`config.mk`:
```
export PLATFORM = sky130hd
export DESIGN_NAME = can_bit_stuffer
export DESIGN_NICKNAME = d
export VERILOG_FILES = /design/src/rtl/can_pkg.sv /design/src/rtl/can_bit_stuffer.sv
export SDC_FILE = /design/constraint.sdc
export NUM_CORES = 1
export LEC_CHECK = 0
export CORE_AREA = 2 2 39 41
export CTS_CLUSTER_DIAMETER = 60
export DETAILED_ROUTE_END_ITERATION = 8
export DIE_AREA = 0 0 41 43
export HOLD_SLACK_MARGIN = 0.1
export SLEW_MARGIN = 20
export SYNTH_ARGS = -nofsm -noshare
export SYNTH_HDL_FRONTEND = slang
export SYNTH_SLANG_ARGS = --single-unit
```
`constraint.sdc`:
```
create_clock -name clk -period 1.3 [get_ports clk]
set_input_delay 0.195 -clock clk [delete_from_list [all_inputs] [get_ports clk]]
set_output_delay 0.195 -clock clk [all_outputs]
set_load 0.03 [all_outputs]
```
`src/rtl/can_pkg.sv`:
```
// Shared CAN constants used by the transmit bit stuffer and the receive de-stuffer.
package can_pkg;

    localparam int unsigned CAN_STUFF_LEN = 5;
    localparam logic        CAN_DOMINANT  = 1'b0;
    localparam logic        CAN_RECESSIVE = 1'b1;
    localparam int unsigned CAN_CNT_W     = 3;

endpackage

```
`src/rtl/can_bit_stuffer.sv`:
```
// Transmit-side CAN bit stuffer: drives TX from the unstuffed framer stream, inserting a
// complementary stuff bit after STUFF_LEN identical bits while F_STF is high.
module can_bit_stuffer
    import can_pkg::*;
#(
    parameter int unsigned STUFF_LEN = CAN_STUFF_LEN
) (
    input  logic clk,
    input  logic reset,
    input  logic SP,
    input  logic F_STF,
    input  logic tx_valid,
    input  logic tx_data,
    output logic tx_ready,
    output logic TX,
    output logic stuff_bit,
    output logic underrun
);

    logic                 last_q, last_d;
    logic [CAN_CNT_W-1:0] cnt_q, cnt_d;
    logic                 tx_q, tx_d;
    logic                 stuff_q, stuff_d;
    logic                 underrun_q, underrun_d;
    logic                 stuff_due;
    logic                 run_full;

    assign run_full  = (cnt_q == CAN_CNT_W'(STUFF_LEN));
    assign stuff_due = F_STF & run_full;
    assign tx_ready  = SP & ~stuff_due;

    always_comb begin
        last_d     = last_q;
        cnt_d      = cnt_q;
        tx_d       = tx_q;
        stuff_d    = stuff_q;
        underrun_d = 1'b0;
        if (SP) begin
            if (stuff_due) begin
                // The stuff bit opens the next run, so the count restarts at one.
                tx_d    = ~last_q;
                stuff_d = 1'b1;
                last_d  = ~last_q;
                cnt_d   = CAN_CNT_W'(1);
            end else if (tx_valid) begin
                tx_d    = tx_data;
                stuff_d = 1'b0;
                last_d  = tx_data;
                if (!F_STF) begin
                    cnt_d = '0;
                end else if (tx_data == last_q) begin
                    cnt_d = run_full ? cnt_q : cnt_q + CAN_CNT_W'(1);
                end else begin
                    cnt_d = CAN_CNT_W'(1);
                end
            end else begin
                tx_d       = CAN_RECESSIVE;
                stuff_d    = 1'b0;
                last_d     = CAN_RECESSIVE;
                cnt_d      = '0;
                underrun_d = F_STF;
            end
        end
    end

    always_ff @(posedge clk or negedge reset) begin
        if (!reset) begin
            last_q     <= CAN_RECESSIVE;
            cnt_q      <= '0;
            tx_q       <= CAN_RECESSIVE;
            stuff_q    <= 1'b0;
            underrun_q <= 1'b0;
        end else begin
            last_q     <= last_d;
            cnt_q      <= cnt_d;
            tx_q       <= tx_d;
            stuff_q    <= stuff_d;
            underrun_q <= underrun_d;
        end
    end

    assign TX        = tx_q;
    assign stuff_bit = stuff_q;
    assign underrun  = underrun_q;

endmodule

```
* Yosys cells after proc, flatten, opt, wreduce, memory -nomap -nowiden
Index checks and enable logic that the tools add are counted.
Widths: inputs -> output; s select.
** Operators by class
- $add $sub $neg :: 1
- Muxes and demuxes :: 11
- Shift operators :: 0
- Equal/unequal tests :: 3
- Div/mod/pow operators :: 0
- Bitwise gates (word level) :: 4
- Order comparisons :: 0
- Reductions and logical operators :: 1
- $mul :: 0
** Operators by type and width (count)
- $mux 3 :: 5
- $mux 1 :: 6
- $ne 5x5->1 const B :: 1
- $add 3x1->3 const B :: 1
- $eq 3x3->1 const B :: 1
- $and 1x1->1 :: 2
- $not 1->1 :: 2
- $reduce_and 2->1 :: 1
- $eq 1x1->1 :: 1
** Word-level totals
- Logic and storage cells :: 24
- Register bits after elaboration :: 6
- ROM bits :: 0
- RAM bits :: 0
- Bits in latches :: 0
- Memories :: 0

* Depth between registers and ports, before layout
- Depth after elaboration :: 6
- Mapped depth :: 5
- Mapped depth without buffers :: 5

* Worst setup path after synthesis
Ideal clock, no wire load.
- Kind :: reg2reg
- Start :: register, netlist name TX
- End :: register cnt_q[1]
- Cell stages (with the launch flop) :: 4
- Library setup time :: 0.125 ns
- Required time :: 1.175 ns
- Setup slack :: 0.019 ns
- Data arrival time :: 1.156 ns
- Cells stage by stage :: dfstp_2 xor2_2 nor4_1 mux2_4
** RTL lines
- to (signal assigned) :: RTL line can_bit_stuffer.sv:75 : cnt_q <= cnt_d;
- to (decl) :: RTL line can_bit_stuffer.sv:21 : logic [CAN_CNT_W-1:0] cnt_q, cnt_d;

* Worst setup path after layout
- Start :: register cnt_q[1]
- End :: output tx_ready
** Between the ends
- Cells in the longest elaborated chain, start to end :: 4
** Ends and longest elaborated chain
- $eq 3x3->1 :: RTL line can_bit_stuffer.sv:28 : assign run_full = (cnt_q == CAN_CNT_W'(STUFF_LEN));
- $and 1x1->1 :: RTL line can_bit_stuffer.sv:29 : assign stuff_due = F_STF & run_full;
- $not 1->1 :: RTL line can_bit_stuffer.sv:30 : assign tx_ready = SP & ~stuff_due;
- $and 1x1->1 :: RTL line can_bit_stuffer.sv:30
- to (decl) :: RTL line can_bit_stuffer.sv:14 : output logic tx_ready,
No other way between the ends.

==> summary.txt <==
Status
  – Status: complete, but fails checks
  – Failing checks: negative setup slack

Power
  – Clock share of power: 0.368
  – Reg power frac: 0.386
  – Leak: 0.0002706 uW
  – Maximum vdd ir drop: 0.5370 mV
  – PnR Total Power: between 500 and 600 uW
  – P_sw: roughly 150 uW
  – Logic pwr share: 0.247
  – Internal power: roughly 390 uW
  – Power Dens Cells: between 900 and 1000 mW/mm^2
  – Switching share of total power: 0.2755

Layout
  – NumNets Final: 63
  – Layout cells sized above 1: 0.4630
  – Fillers: 142
  – N_diodes: 0
  – Multi-input logic area: 212.7 sq um
  – Storage cell area: 151.4 sq um
  – Post-Layout Cell Count: 70
  – Area growth syn-to-layout: 64.18%

Synthesis
  – Commonest cells post-synth: dfrtp_1, nand2_1, inv_1
  – Library cells used by synthesis: 21
  – Synth top area cells: dfrtp_1, dfstp_2, ha_1, o41ai_2, xor2_2
  – Synthesized flop and latch total: 6
  – Synth async-reset ratio: 1.000
  – Sequential fraction of the synthesis area: 0.4291
  – Largest area contributor in the synthesized netlist: dfrtp_1
  – Synth Area in Adders: 0.07092
  – Syn_nets: 41
  – Largest family of logic cells by synthesized area: simple AND/OR/NAND/NOR gates
  – Count leader, synth: dfrtp_1
  – Cells after Synth: 33
  – Number of flops mapped to enable cells by yosys: 0
  – Ys Warns: 0
  – Mux cell area share after synthesis: 0.04255
  – Synth top area share: 0.3546
  – Synth Area in Compound Gates: 0.1418
  – Avg Synthesized Cell Area: 10.69 sq um
  – Synth Area in Simple Gates: 0.1986
  – Cell Area, Synth: 352.8 sq um
  – Prevailing post-synth register cell: dfrtp_1
  – Synth Area in XOR/XNOR: 0.07092

Setup path
  – R2R depth: 5
  – Worst path arrival time: 1.21 ns
  – Reg2reg setup slack: 0.02 ns
  – Required @ worst endpoint: 1.11 ns
  – Worst Setup End Kind: output port
  – WS Path Type: reg -> out
  – R2r endpoint: cnt_q[2]
  – Max FO, Critical Path: 2
  – Crit Reg-Reg Startpoint: cnt_q[1]
  – Crit path launch type: flip-flop

Clocking
  – CTS Sinks: 6
  – Clk slew on worst S/H paths: 0.06 ns
  – TritonCTS clock tree: built
  – TritonCTS buffer count: 3
  – Longest Clk Path Bufs: 2
  – Clk Tree Root Cell: clkbuf_4
  – Hold buffers post-CTS: 0
  – Worst skew pair latency: roughly 0.26 ns
  – # H-tree levels: 1

Global routing
  – Initial antenna violation count: 0
  – Global-route wire length before repair: 1338 um
  – Number of global-route vias before repair: 311
  – Pin count of the biggest net entering global routing: 8
  – GR Util All Layers: 0.1178
  – Total gr overflow: 0

Timing
  – Clock skew: 0.01200 ns
  – Crit share post-route: 1.079
  – Fmax: 712.9 MHz
  – Worst Max-Slew Pin Slew: 0.3101 ns
  – Slew Limit Fails: 0
  – Min Tclk post-route: 1.403 ns
  – Final worst-path setup slack: -0.1027 ns
  – Final count of negative-setup-slack endpoints: 1
  – Slew Limit Headroom: 0.7926
  – RSZ-0062 raised after global routing: yes
  – Fin. Hold Viols: 0

Route
  – First-pass iteration count of the detailed router: 1
  – DR vias/cell: 4.500
  – DRC: 0
  – Routed vias: 315
  – DRT iter0 DRCs: 0
  – Drt total wl: 752 um
  – WL/cell: 10.74 um
  – ANT nets after route: 0

Hold path
  – Worst hold path type: in -> async

Run
  – Max Cap Violations: 0

Floorplan
  – Initial core utilization: 0.2550
  – Boundary pin count: 10
  – Die area: 0.001763 sq mm
  – Die H: about 43 um
  – Core Area: 0.001384 sq mm
  – Overall die width: between 40 and 50 um
  – # rows: 14

Placement
  – Gpl congestion: 0.7348
  – IO Port Bufs: 9
  – Dpl hpwl: 586.4 um
  – Inst Count DP: 65
worst max-delay path by stage:
stage / from / cells after the start / to / slack, ns
floorplan: TX / 3 / cnt_q[1] / 0.02
global placement: tx_data / 4 / cnt_q[1] / -0.09
detailed placement: tx_data / 4 / cnt_q[1] / -0.08
CTS: cnt_q[1] / 6 / tx_ready / -0.11
global route: cnt_q[1] / 6 / tx_ready / -0.16
finish: cnt_q[1] / 6 / tx_ready / -0.10
power by group through the flow:
| stage | clock network, uW | registers [uW] | logic [uW] |
|---|---|---|---|
| final | 196 | 205 | 131 |
| after CTS | 202 | 205 | 125 |
| after detailed placement | 0 | 209 | 118 |
| after global routing | 211 | 206 | 143 |
| after floorplan | 0 | 219 | 45.1 |
| after global placement | 0 | 208 | 119 |
metal layers:
metal | vias up | global-route usage | wire length (um)
met3 | 2 | 0.01571 | 41
li1 | 158 | - | -
met2 | 11 | 0.1719 | 345
met4 | 0 | 0.08000 | 17
met1 | 144 | 0.1533 | 348
met5 | - | 0 | 0
through the flow:
step / utilization / TNS (ns) / hold WS (ns) / instance area, sq um / setup WS [ns]
floorplan: - / 0 / -0.1006 / 352.8 / 0.01860
global placement: 0.3707 / -0.1773 / 0.4666 / 513.0 / -0.08928
detailed placement: 0.3707 / -0.2167 / 0.4729 / 513.0 / -0.08095
CTS: 0.4087 / -0.1124 / 0.1992 / 565.5 / -0.1124
global route: 0.4186 / -0.2109 / 0.2163 / 579.3 / -0.1609
finish: 0.4186 / -0.1027 / 0.1925 / 579.3 / -0.1027
logic make-up after synthesis:
family          count (synthesis)
compound gates                  6
xor+xnor                        2
fa+ha+maj                       2
buf+inv                         4
flops                           6
mux                             1
simple gates                   12
registers in the layout, summed over array words and instances (netlist names):
name       flops
underrun       1
cnt_q          3
stuff_bit      1
TX             1
critical path, cell delays in order (launching register included):
cell,delay (ns)
dfrtp_1,0.37
inv_1,0.06
ha_2,0.18
nand3_2,0.09
nand2_2,0.08
inv_2,0.04
buf_6,0.12
cell usage in the layout (no fill, tap or decap), drive strengths merged, types with 2 or more instances in the layout:
cell type	synthesis	final
clkbuf	0	4
dfrtp	5	5
clkdlybuf4s50	0	5
ha	2	2
dlygate4sd2	0	2
nor4	2	2
nand2	4	4
inv	3	3
buf	1	11
nand3	2	2
layout make-up:
class                      count  share of cell area
sequential                     6              0.2613
clock buffer                   4             0.04536
inverter                       3             0.01944
timing repair buffer          18              0.2721
tap                           16             0.03456
multi-input combinational     23              0.3672
timing repair:
action                     4_1_cts  5_1_grt
pin swaps                        1        4
cloned                           0        0
setup buffers                    2        0
setup endpoints to repair        5        6
resized for setup                7        4
No activity file was read; power rests on OpenSTA's default activity.
